File: src/rtl/io16_pkg.sv
// Shared constants for the IO16 SPI target: register map, ID value and FSM states.
package io16_pkg;

  localparam logic [7:0] ID_VALUE_DEFAULT = 8'hA5;

  localparam logic [6:0] ADDR_IN_L   = 7'h00;
  localparam logic [6:0] ADDR_IN_H   = 7'h01;
  localparam logic [6:0] ADDR_OUT_L  = 7'h02;
  localparam logic [6:0] ADDR_OUT_H  = 7'h03;
  localparam logic [6:0] ADDR_DIR_L  = 7'h04;
  localparam logic [6:0] ADDR_DIR_H  = 7'h05;
  localparam logic [6:0] ADDR_MASK_L = 7'h06;
  localparam logic [6:0] ADDR_MASK_H = 7'h07;
  localparam logic [6:0] ADDR_FLAG_L = 7'h08;
  localparam logic [6:0] ADDR_FLAG_H = 7'h09;
  localparam logic [6:0] ADDR_ID     = 7'h0F;

  typedef enum logic [1:0] {
    ST_IDLE = 2'd0,
    ST_CMD  = 2'd1,
    ST_DATA = 2'd2
  } state_t;

endpackage

File: src/rtl/io16_spi_target_if.sv
// SPI link between the carrier CPLD (master side) and the IO16 card (slave side).
interface io16_spi_if;
  logic spi_nss;
  logic spi_clk;
  logic spi_mosi;
  logic spi_miso;
  logic spi_int;

  modport master (output spi_nss, spi_clk, spi_mosi, input spi_miso, spi_int);
  modport slave  (input spi_nss, spi_clk, spi_mosi, output spi_miso, spi_int);
endinterface

File: src/rtl/io16_spi_target_shifter.sv
// Oversampling SPI mode-0 front end: synchronisers, edge detect, bit counter, rx/tx shifters.
module io16_spi_shifter (
  input  logic       clk,
  input  logic       rst_n,
  input  logic       i_nss,
  input  logic       i_sclk,
  input  logic       i_mosi,
  input  logic [7:0] i_tx_data,
  output logic       o_cs_active,
  output logic       o_cs_fall,
  output logic       o_byte_valid,
  output logic       o_tx_load,
  output logic [7:0] o_rx_byte,
  output logic       o_tx_bit
);

  logic [1:0] r_nss_sync;
  logic [1:0] r_sclk_sync;
  logic [1:0] r_mosi_sync;
  logic       r_nss_prev;
  logic       r_sclk_prev;
  logic [2:0] r_bit_cnt;
  logic [6:0] r_rx;
  logic [7:0] r_tx;

  logic w_nss;
  logic w_sclk;
  logic w_mosi;
  logic w_rise;
  logic w_fall;

  assign w_nss  = r_nss_sync[1];
  assign w_sclk = r_sclk_sync[1];
  assign w_mosi = r_mosi_sync[1];
  assign w_rise = w_sclk & ~r_sclk_prev & ~w_nss;
  assign w_fall = ~w_sclk & r_sclk_prev & ~w_nss;

  assign o_cs_active  = ~w_nss;
  assign o_cs_fall    = ~w_nss & r_nss_prev;
  assign o_byte_valid = w_rise && (r_bit_cnt == 3'd7);
  assign o_tx_load    = o_byte_valid;
  assign o_rx_byte    = {r_rx, w_mosi};
  assign o_tx_bit     = r_tx[7];

  always_ff @(posedge clk or negedge rst_n) begin
    if (!rst_n) begin
      r_nss_sync  <= 2'b11;
      r_sclk_sync <= 2'b00;
      r_mosi_sync <= 2'b00;
      r_nss_prev  <= 1'b1;
      r_sclk_prev <= 1'b0;
    end else begin
      r_nss_sync  <= {r_nss_sync[0], i_nss};
      r_sclk_sync <= {r_sclk_sync[0], i_sclk};
      r_mosi_sync <= {r_mosi_sync[0], i_mosi};
      r_nss_prev  <= w_nss;
      r_sclk_prev <= w_sclk;
    end
  end

  // The falling edge right after a load (bit count 0) must not shift: the
  // master has not yet sampled the freshly presented MSB.
  always_ff @(posedge clk or negedge rst_n) begin
    if (!rst_n) begin
      r_bit_cnt <= 3'd0;
      r_rx      <= 7'd0;
      r_tx      <= 8'd0;
    end else if (w_nss) begin
      r_bit_cnt <= 3'd0;
      r_rx      <= 7'd0;
      r_tx      <= 8'd0;
    end else begin
      if (w_rise) begin
        r_bit_cnt <= r_bit_cnt + 3'd1;
        r_rx      <= {r_rx[5:0], w_mosi};
      end
      if (o_tx_load) begin
        r_tx <= i_tx_data;
      end else if (w_fall && (r_bit_cnt != 3'd0)) begin
        r_tx <= {r_tx[6:0], 1'b0};
      end
    end
  end

endmodule

File: src/rtl/io16_spi_target.sv
// IO16 card SPI target: frame FSM, auto-incrementing address, GPIO register file and
// change interrupts.  States: IDLE = no frame | CMD = receiving command byte | DATA = data bytes.
module io16_spi_target
  import io16_pkg::*;
#(
  parameter int         NUM_IO   = 16,
  parameter logic [7:0] ID_VALUE = ID_VALUE_DEFAULT
) (
  input  logic              clk,
  input  logic              rst_n,
  io16_spi_if.slave         spi,
  input  logic [NUM_IO-1:0] i_gpio_in,
  output logic [NUM_IO-1:0] o_gpio_out,
  output logic [NUM_IO-1:0] o_gpio_oe
);

  state_t            r_state;
  state_t            w_state_nxt;
  logic              r_read;
  logic [6:0]        r_addr;
  logic [NUM_IO-1:0] r_gpio_meta;
  logic [NUM_IO-1:0] r_gpio_sync;
  logic [NUM_IO-1:0] r_gpio_prev;
  logic [NUM_IO-1:0] r_out;
  logic [NUM_IO-1:0] r_dir;
  logic [NUM_IO-1:0] r_mask;
  logic [NUM_IO-1:0] r_flag;

  logic              w_cs_active;
  logic              w_cs_fall;
  logic              w_byte_valid;
  logic              w_tx_load;
  logic [7:0]        w_rx_byte;
  logic              w_tx_bit;
  logic [6:0]        w_tx_addr;
  logic [7:0]        w_tx_data;
  logic              w_wr;
  logic [NUM_IO-1:0] w_w1c;
  logic [NUM_IO-1:0] w_set;

  io16_spi_shifter u_shifter (
    .clk          (clk),
    .rst_n        (rst_n),
    .i_nss        (spi.spi_nss),
    .i_sclk       (spi.spi_clk),
    .i_mosi       (spi.spi_mosi),
    .i_tx_data    (w_tx_data),
    .o_cs_active  (w_cs_active),
    .o_cs_fall    (w_cs_fall),
    .o_byte_valid (w_byte_valid),
    .o_tx_load    (w_tx_load),
    .o_rx_byte    (w_rx_byte),
    .o_tx_bit     (w_tx_bit)
  );

  always_ff @(posedge clk or negedge rst_n) begin
    if (!rst_n) r_state <= ST_IDLE;
    else        r_state <= w_state_nxt;
  end

  always_comb begin
    w_state_nxt = r_state;
    if (!w_cs_active) begin
      w_state_nxt = ST_IDLE;
    end else begin
      case (r_state)
        ST_IDLE: if (w_cs_fall)    w_state_nxt = ST_CMD;
        ST_CMD:  if (w_byte_valid) w_state_nxt = ST_DATA;
        ST_DATA: w_state_nxt = ST_DATA;
        default: w_state_nxt = ST_IDLE;
      endcase
    end
  end

  always_ff @(posedge clk or negedge rst_n) begin
    if (!rst_n) begin
      r_read <= 1'b0;
      r_addr <= 7'd0;
    end else if (r_state == ST_CMD && w_byte_valid) begin
      r_read <= w_rx_byte[7];
      r_addr <= w_rx_byte[6:0];
    end else if (r_state == ST_DATA && w_tx_load) begin
      r_addr <= r_addr + 7'd1;
    end
  end

  // Next byte to transmit: the command's start address, else the following address.
  assign w_tx_addr = (r_state == ST_CMD) ? w_rx_byte[6:0] : (r_addr + 7'd1);

  always_comb begin
    w_tx_data = 8'h00;
    case (w_tx_addr)
      ADDR_IN_L:   w_tx_data = r_gpio_sync[7:0];
      ADDR_IN_H:   w_tx_data = r_gpio_sync[15:8];
      ADDR_OUT_L:  w_tx_data = r_out[7:0];
      ADDR_OUT_H:  w_tx_data = r_out[15:8];
      ADDR_DIR_L:  w_tx_data = r_dir[7:0];
      ADDR_DIR_H:  w_tx_data = r_dir[15:8];
      ADDR_MASK_L: w_tx_data = r_mask[7:0];
      ADDR_MASK_H: w_tx_data = r_mask[15:8];
      ADDR_FLAG_L: w_tx_data = r_flag[7:0];
      ADDR_FLAG_H: w_tx_data = r_flag[15:8];
      ADDR_ID:     w_tx_data = ID_VALUE;
      default:     w_tx_data = 8'h00;
    endcase
  end

  assign w_wr = (r_state == ST_DATA) && w_byte_valid && !r_read;

  always_comb begin
    w_w1c = '0;
    if (w_wr && r_addr == ADDR_FLAG_L) w_w1c[7:0]  = w_rx_byte;
    if (w_wr && r_addr == ADDR_FLAG_H) w_w1c[15:8] = w_rx_byte;
  end

  assign w_set = (r_gpio_sync ^ r_gpio_prev) & r_mask;

  always_ff @(posedge clk or negedge rst_n) begin
    if (!rst_n) begin
      r_gpio_meta <= '0;
      r_gpio_sync <= '0;
      r_gpio_prev <= '0;
    end else begin
      r_gpio_meta <= i_gpio_in;
      r_gpio_sync <= r_gpio_meta;
      r_gpio_prev <= r_gpio_sync;
    end
  end

  always_ff @(posedge clk or negedge rst_n) begin
    if (!rst_n) begin
      r_out  <= '0;
      r_dir  <= '0;
      r_mask <= '0;
      r_flag <= '0;
    end else begin
      if (w_wr) begin
        case (r_addr)
          ADDR_OUT_L:  r_out[7:0]   <= w_rx_byte;
          ADDR_OUT_H:  r_out[15:8]  <= w_rx_byte;
          ADDR_DIR_L:  r_dir[7:0]   <= w_rx_byte;
          ADDR_DIR_H:  r_dir[15:8]  <= w_rx_byte;
          ADDR_MASK_L: r_mask[7:0]  <= w_rx_byte;
          ADDR_MASK_H: r_mask[15:8] <= w_rx_byte;
          default: ;
        endcase
      end
      // A new change event outranks a simultaneous clear.
      r_flag <= (r_flag & ~w_w1c) | w_set;
    end
  end

  assign o_gpio_out   = r_out;
  assign o_gpio_oe    = r_dir;
  assign spi.spi_int  = |r_flag;
  assign spi.spi_miso = w_tx_bit & r_read & (r_state == ST_DATA);

endmodule

File: src/flat_wrapper.sv
// flat-port wrapper written by rule: the top's interface ports become plain ports
module io16_spi_target_flat import io16_pkg::*;
#(
  parameter int         NUM_IO   = 16,
  parameter logic [7:0] ID_VALUE = ID_VALUE_DEFAULT
)
  (clk, rst_n, i_gpio_in, o_gpio_out, o_gpio_oe, spi_spi_nss, spi_spi_clk, spi_spi_mosi, spi_spi_miso, spi_spi_int);
  io16_spi_if spi_i ();
  input  logic clk;
  input  logic rst_n;
  input  logic [NUM_IO-1:0] i_gpio_in;
  output logic [NUM_IO-1:0] o_gpio_out;
  output logic [NUM_IO-1:0] o_gpio_oe;
  input wire logic [$bits(spi_i.spi_nss)-1:0] spi_spi_nss;
  input wire logic [$bits(spi_i.spi_clk)-1:0] spi_spi_clk;
  input wire logic [$bits(spi_i.spi_mosi)-1:0] spi_spi_mosi;
  output wire logic [$bits(spi_i.spi_miso)-1:0] spi_spi_miso;
  output wire logic [$bits(spi_i.spi_int)-1:0] spi_spi_int;
  assign spi_i.spi_nss = spi_spi_nss;
  assign spi_i.spi_clk = spi_spi_clk;
  assign spi_i.spi_mosi = spi_spi_mosi;
  assign spi_spi_miso = spi_i.spi_miso;
  assign spi_spi_int = spi_i.spi_int;
  io16_spi_target #(.NUM_IO(NUM_IO), .ID_VALUE(ID_VALUE)) u_core (.clk(clk), .rst_n(rst_n), .spi(spi_i), .i_gpio_in(i_gpio_in), .o_gpio_out(o_gpio_out), .o_gpio_oe(o_gpio_oe));
endmodule
File: config.mk
export PLATFORM = sky130hd
export DESIGN_NAME = io16_spi_target_flat
export DESIGN_NICKNAME = d
export VERILOG_FILES = /design/src/rtl/io16_pkg.sv /design/src/rtl/io16_spi_target_if.sv /design/src/rtl/io16_spi_target_shifter.sv /design/src/rtl/io16_spi_target.sv /design/src/flat_wrapper.sv
export SDC_FILE = /design/constraint.sdc
export NUM_CORES = 1
export LEC_CHECK = 0
export CAP_MARGIN = 20
export CORE_MARGIN = 1.5
export CORE_UTILIZATION = 40
export CTS_CLUSTER_DIAMETER = 150
export DETAILED_ROUTE_END_ITERATION = 16
export GPL_TIMING_DRIVEN = 0
export PLACE_DENSITY = 0.61
export SYNTH_ARGS = -nofsm -noshare
export SYNTH_HDL_FRONTEND = slang
export SYNTH_SLANG_ARGS = --single-unit
File: constraint.sdc
create_clock -name clk -period 5.4 [get_ports clk]
set_clock_uncertainty 0.15 [all_clocks]
set_input_delay 1.08 -clock clk [delete_from_list [all_inputs] [get_ports clk]]
set_output_delay 1.08 -clock clk [all_outputs]
set_load 0.01 [all_outputs]
# Word level (Yosys, flattened, before mapping)
# Cells that the tools add are included.
# classes
n_addsub	2
eq_ne	23
muxes	17
n_bitwise	15
n_reduce_logical	22
# ops
op	n
$pmux W8 S11	1
$eq A7 B3 Y1 const B	8
$mux W8	5
$eq A7 B4 Y1 const B	5
$mux W7	5
$and A16 B16 Y16	2
$eq A7 B2 Y1 const B	4
$not A16 Y16	1
$or A16 B16 Y16	1
$reduce_or A16 Y1	1
$xor A16 B16 Y16	1
$reduce_and A2 Y1	7
$add A7 B1 Y7 const B	1
$and A1 B1 Y1	7
$eq A7 B1 Y1 const B	1
$logic_and A1 B1 Y1	7
$logic_not A7 Y1	1
$mux W2	3
$mux W3	2
$pmux W2 S3	1
$reduce_bool A3 Y1	2
$reduce_bool A2 Y1	2
$add A3 B1 Y3 const B	1
$eq A3 B3 Y1 const B	1
7 further kinds	9
# word_totals
ff_bits	148
input_bits	21
out_inout_bits	34
elab_cells	100

# Logic depth before layout (Yosys ltp)
# logic_depth
depth_word	11
depth_mapped	11
depth_no_buf	8

# Hierarchy
# Synthesis repeated with hierarchy kept, for this count alone.
# unflattened
cells_unflattened	554
area_unflattened_um2	6643.9
# by_module_without_submodules
mod	instances	cells_per_inst	area_per_inst_um2	seq_area_each_um2
io16_spi_target	1	452	5492.8	3052.9
io16_spi_shifter	1	102	1151.1	654.4

# Least setup slack after synthesis
# OpenSTA, ideal clock, no wires.
# synth_timing
path_type	register -> register
from	register u_core.r_addr[0]
to	register u_core.u_shifter.r_tx[3]
arrival_time_ns	2.661
required_ns	5.121
path_slack_ns	2.459
stages_incl_launch_ff	11
path_buffers	2
synth_period_minus_slack_ns	2.941
cell_sequence	dfrtp_1 clkbuf_1 inv_2 ha_1 buf_2 mux2i_1 mux2_2 a222oi_1 nand2_1 a221oi_1 o31ai_1
# synth_via
elab_chain_len	6
# synth_rtl
item	line_no	text
start, declared	io16_spi_target.sv:20	logic [6:0] r_addr;
start signal, assigned	io16_spi_target.sv:81	r_addr <= w_rx_byte[6:0];
start signal, assigned	io16_spi_target.sv:83	r_addr <= r_addr + 7'd1;
$add A7 B1 Y7 *	io16_spi_target.sv:88	assign w_tx_addr = (r_state == ST_CMD) ? w_rx_byte[6:0] : (r_addr + 7'd1);
$mux W7 *	io16_spi_target.sv:88	
$eq A7 B4 Y1, or another cell as far along	io16_spi_target.sv:92	case (w_tx_addr)
$pmux W8 S11 *	io16_spi_target.sv:92	
$mux W8 *	io16_spi_target_shifter.sv:77	if (o_tx_load) begin
$mux W8 *	io16_spi_target_shifter.sv:68	end else if (w_nss) begin
end signal, assigned	io16_spi_target_shifter.sv:78	r_tx <= i_tx_data;
end signal, assigned	io16_spi_target_shifter.sv:80	r_tx <= {r_tx[6:0], 1'b0};
end, declared	io16_spi_target_shifter.sv:24	logic [7:0] r_tx;
# Every way passes the cells marked *; elsewhere a longest branch is shown, timed or not.
# A chain may end at the register's enable or synchronous reset.

# Worst setup path after layout
# Ends and elaborated chain as after synthesis.

==> summary.md <==
| Metric | Value |
|---|---|
| Outcome | finished, final reports clean |
| Final period demand of the worst path | 3.89 ns |
| Clock-pin slew reported for the worst setup and hold paths after clock tree synthesis | 0.07 ns |
| Inst Count DP | 810 |
| Post-CTS repair timing setup buffer count | 0 |
| Maximum number of pins on one net before global-route repair | 79 |
| Clock tree from TritonCTS | built |
| Cell with the biggest individual delay on the critical path | sky130_fd_sc_hd__mux2i_1 |
| Terminus of the critical flop-to-flop path | u_core.u_shifter.r_tx[3]$_DFFE_PN0P_ |
| Quantity of hold-fixing buffers added after cts | 0 |
| Worst setup path endpoint | u_core.u_shifter.r_tx[3]$_DFFE_PN0P_ |
| Antenna Cells | 0 |
| Syn Nets | 569 |
| Synth Area per Inst | 11.9 µm² |
| Non-filler cells in the finished layout | 842 |
| Maximum fanout encountered on the critical timing path | 10 |
| Antenna violations before repair | 0 |
| Fraction of final layout cells with drive strength greater than 1 | 17.1% |
| Count of unresolved DRC violations after routing | 0 |
| Count of state elements after synthesis | 148 |
| Number of distinct library cell variants in the gate-level netlist after synthesis | 54 |
| Asr flop ratio synth | 100% |
| Number of enable flip-flop cells after synthesis | 0 |
| Number of cell rows | 46 |
| Violation count after the first detailed-routing iteration | 365 |
| Total internal power | 0.00201 W |
| Transition time at the pin with the least slew margin | 1.14 ns |
| First-pass GRT wire length | 27.6 mm |
| Post-cts sizing count | 0 |
| Type of the setup path with the least slack | reg -> reg |
| Floorplan Core Area | 15800 µm² |
| Combinational fraction of design power | 18.4% |
| CP Data Arrival Time | 4.03 ns |
| Area of the die | 16700 µm² |
| H-tree depth | 4 |
| Top-area cell type share of the netlist area | 56.8% |
| Final-layout worst hold slack | 0.194 ns |
| Crit share post-route | 72.0% |
| Worst-case headroom to the max-slew limit | 21.8% |
| Most common flop cell mapped by yosys | sky130_fd_sc_hd__dfrtp_1 |
| Critical path startpoint | u_core.r_addr[0]$_DFFE_PN0P_ |
| Final Hold Vio Count | 0 |
| Fmax | 257 MHz |
| Endpoint class of the critical path | flop |
| Clk pwr share | 41.2% |
| HPWL reported at the end of detailed placement | 11.5 mm |
| Antenna viol nets, final | 0 |
| CTS Root Cell | sky130_fd_sc_hd__clkbuf_16 |
| Die Y-Extent | 129 µm |
| Static power due to leakage | 3.47 nW |
| Setup-violating endpoint count in the final report | 0 |
| Clock latency at the later pin of the worst-skew pair | 0.43 ns |
| Syn Std Cell Area | 6390 µm² |
| Yosys warning count | 0 |
| GRT overflow | 0 |
| Worst-case register-to-register setup slack | 1.51 ns |
| CTS sink cnt | 148 |
| Slowest cell delay on critical path | 0.86 ns |
| Layout overhead on the synthesized area | 22.6% |
| Effective utilization at floorplan | 40.5% |
| Wire length reported by the detailed router | 17.1 mm |
| Largest delay share family, worst path | multiplexers |
| Reg-to-reg critical path startpoint | u_core.r_addr[0]$_DFFE_PN0P_ |
| Summed area of non-filler cells in the final layout | 7840 µm² |
| Vias in the first global route | 4747 |
| Post-DR wirelength/cell | 20.3 µm |
| Sequential share of power | 40.4% |
| Buffers & Inverters on Critical Path | 3 |
| Final Slew Violations | 0 |
| Series of cell instances along the critical path | clkbuf_1 > inv_2 > ha_1 > buf_2 > mux2i_1 > mux2_2 > a222oi_1 > nand2_1 > a221oi_1 > o31ai_1 |
| Number of buffers created by CTS | 17 |
| Net Switching | 0.000858 W |
| Switching fraction of total power | 29.9% |
| Cell types occupying the most area after synthesis | sky130_fd_sc_hd__dfrtp_1 57%, sky130_fd_sc_hd__mux2_2 9.5%, sky130_fd_sc_hd__nand2_1 3.7%, sky130_fd_sc_hd__a21oi_1 2.5%, sky130_fd_sc_hd__a22o_1 2.3% |
| Layout Utilization | 49.7% |
| Setup repair after global routing missed its margin | false |
| Global placer's final weighted congestion | 0.944 |
| Areal power density over the cells | 366 nW/µm² |
| Vias | 4717 |
| Number of fillers in the final layout | 1408 |
| Overall track demand over capacity in global routing | 22.3% |
| Stages on the worst setup path | 10 |
| Pwr Total | 0.00287 W |
| Worst r2r path cells | 10 |
| Post-detailed-route via-to-cell ratio | 5.60 |
| Io pins | 55 |
| IO buf count | 54 |
| Placed Instance Area | 7250 µm² |
| Maximum vdd drop | 0.000230 V |
| Portion of the post-synthesis area used by sequential elements | 58.0% |
| Final Net Count | 645 |
| Cell taking the most area after synthesis | sky130_fd_sc_hd__dfrtp_1 |
| Die span in x | 129 µm |
| First-pass DRT Iterations | 6 |
| Clock Path Buffers | 2 |
| Kind of start point of the critical path | flop |
| Hold crit path type | reg -> reg |
| Data required time at the worst endpoint | 5.54 ns |
| Max Cap Viol | 0 |
| Number of instances in the synthesized netlist | 537 |
-- synth_stat cells (3+ instances only) --
cell type / number
sky130_fd_sc_hd__nand4_1: 6
sky130_fd_sc_hd__a22oi_1: 10
sky130_fd_sc_hd__nand2b_1: 5
sky130_fd_sc_hd__xor2_1: 16
sky130_fd_sc_hd__nor4_1: 6
sky130_fd_sc_hd__a211oi_1: 3
sky130_fd_sc_hd__clkbuf_1: 26
sky130_fd_sc_hd__nand3_1: 15
sky130_fd_sc_hd__a22o_1: 17
sky130_fd_sc_hd__mux2_2: 54
sky130_fd_sc_hd__buf_2: 6
sky130_fd_sc_hd__nor2_1: 10
sky130_fd_sc_hd__o21ai_1: 3
sky130_fd_sc_hd__and3_1: 9
sky130_fd_sc_hd__a32oi_1: 4
sky130_fd_sc_hd__o21ai_0: 17
sky130_fd_sc_hd__a222oi_1: 4
sky130_fd_sc_hd__nor3_1: 5
sky130_fd_sc_hd__dfrtp_1: 145
sky130_fd_sc_hd__a221oi_1: 10
sky130_fd_sc_hd__mux2i_1: 3
sky130_fd_sc_hd__a221o_1: 3
sky130_fd_sc_hd__dfstp_2: 3
sky130_fd_sc_hd__o211ai_1: 3
sky130_fd_sc_hd__a21oi_1: 32
sky130_fd_sc_hd__inv_1: 8
sky130_fd_sc_hd__o31ai_1: 5
sky130_fd_sc_hd__ha_1: 11
sky130_fd_sc_hd__nand2_1: 63
sky130_fd_sc_hd__nor2b_1: 6
-- worst min path at each step --
stage,end,slack [ns],startpoint,cells after the start
final,u_core.r_gpio_sync[3]$_DFF_PN0_,0.19,u_core.r_gpio_meta[3]$_DFF_PN0_,0
after detailed placement,u_core.r_gpio_sync[3]$_DFF_PN0_,0.19,u_core.r_gpio_meta[3]$_DFF_PN0_,0
after floorplan,u_core.r_gpio_sync[0]$_DFF_PN0_,0.18,u_core.r_gpio_meta[0]$_DFF_PN0_,0
after global routing,u_core.r_gpio_sync[3]$_DFF_PN0_,0.20,u_core.r_gpio_meta[3]$_DFF_PN0_,0
after CTS,u_core.r_gpio_sync[3]$_DFF_PN0_,0.20,u_core.r_gpio_meta[3]$_DFF_PN0_,0
after global placement,u_core.r_gpio_sync[14]$_DFF_PN0_,0.18,u_core.r_gpio_meta[14]$_DFF_PN0_,0
-- flip-flops by register name (all words and copies together), names as in the netlist, 3 cells and up --
| register | cells |
|---|---|
| u_core.r_gpio_prev | 16 |
| u_core.r_flag | 16 |
| u_core.u_shifter.r_rx | 7 |
| u_core.r_addr | 7 |
| u_core.r_gpio_sync | 16 |
| u_core.u_shifter.r_bit_cnt | 3 |
| u_core.r_mask | 16 |
| u_core.o_gpio_oe | 16 |
| u_core.o_gpio_out | 16 |
| u_core.u_shifter.r_tx | 8 |
| u_core.r_gpio_meta | 16 |
-- metrics by stage --
stage	setup TNS, ns	worst slack [ns]
final	0	1.51
after global routing	0	1.28
after CTS	0	1.55
after detailed placement	0	1.56
after global placement	-395.42	-2.72
after floorplan	0	2.46
-- power by group through the flow --
stage	sequential, W	clock, W	combinational (W)
global route	0.00116	0.00126	0.000585
CTS	0.00116	0.00120	0.000520
global placement	0.00118	0	0.000504
detailed placement	0.00118	0	0.000517
floorplan	0.00117	0	0.000341
finish	0.00116	0.00118	0.000527
-- per-layer routing --
layer	wire length [µm]	GRT usage [%]
met5	0	0
met4	442	9.15
met3	1070	4.21
met2	7970	34.2
met1	7650	31.2
-- cells in the final DEF (no fill, tap or decap), types with 4 or more instances in the layout --
cell,synthesis,final
sky130_fd_sc_hd__a32oi_1,4,4
sky130_fd_sc_hd__a221oi_1,10,10
sky130_fd_sc_hd__xor2_1,16,16
sky130_fd_sc_hd__nand3_1,15,15
sky130_fd_sc_hd__nand4_1,6,6
sky130_fd_sc_hd__nor3_1,5,5
sky130_fd_sc_hd__mux2_2,54,54
sky130_fd_sc_hd__nand2b_1,5,5
sky130_fd_sc_hd__a222oi_1,4,4
sky130_fd_sc_hd__nor2_1,10,10
sky130_fd_sc_hd__a22o_1,17,17
sky130_fd_sc_hd__o21ai_0,17,17
sky130_fd_sc_hd__clkbuf_16,0,17
sky130_fd_sc_hd__nand2_1,63,63
sky130_fd_sc_hd__clkdlybuf4s50_1,0,53
sky130_fd_sc_hd__nor4_1,6,6
sky130_fd_sc_hd__a21oi_1,32,32
sky130_fd_sc_hd__clkbuf_1,26,27
sky130_fd_sc_hd__dfrtp_1,145,145
sky130_fd_sc_hd__a22oi_1,10,10
sky130_fd_sc_hd__and3_1,9,9
sky130_fd_sc_hd__inv_1,8,8
sky130_fd_sc_hd__ha_1,11,11
sky130_fd_sc_hd__o31ai_1,5,5
sky130_fd_sc_hd__nor2b_1,6,6
sky130_fd_sc_hd__buf_2,6,7
-- cells by family after synthesis --
kind of cell / after synthesis / synth area share [%]
flip-flops: 148 / 58.0
AND/OR/NAND/NOR: 133 / 9.98
AO/OA/AOI/OAI: 128 / 14.5
multiplexers: 58 / 10.3
buffers and inverters: 42 / 2.58
XOR/XNOR: 17 / 2.45
adder cells (fa/ha/maj): 11 / 2.15
-- worst reg2reg max path: stages, from the launching register on --
cell                       delay [ns]
sky130_fd_sc_hd__dfrtp_1         0.47
sky130_fd_sc_hd__clkbuf_1        0.39
sky130_fd_sc_hd__inv_2           0.13
sky130_fd_sc_hd__ha_1            0.31
sky130_fd_sc_hd__buf_2           0.19
sky130_fd_sc_hd__mux2i_1         0.86
sky130_fd_sc_hd__mux2_2          0.43
sky130_fd_sc_hd__a222oi_1        0.32
sky130_fd_sc_hd__nand2_1         0.09
sky130_fd_sc_hd__a221oi_1        0.30
sky130_fd_sc_hd__o31ai_1         0.12
-- area by class of cell --
type | instances | area [µm²] | share of cell area [%]
Sequential cell | 148 | 3710 | 47.3
Multi-Input combinational cell | 347 | 2520 | 32.1
Clock buffer | 19 | 443 | 5.65
Inverter | 10 | 37.5 | 0.479
Clock inverter | 13 | 149 | 1.90
Tap cell | 216 | 270 | 3.45
Buffer | 32 | 128 | 1.63
Timing Repair Buffer | 57 | 586 | 7.47
(Power assumes the default switching activity.)
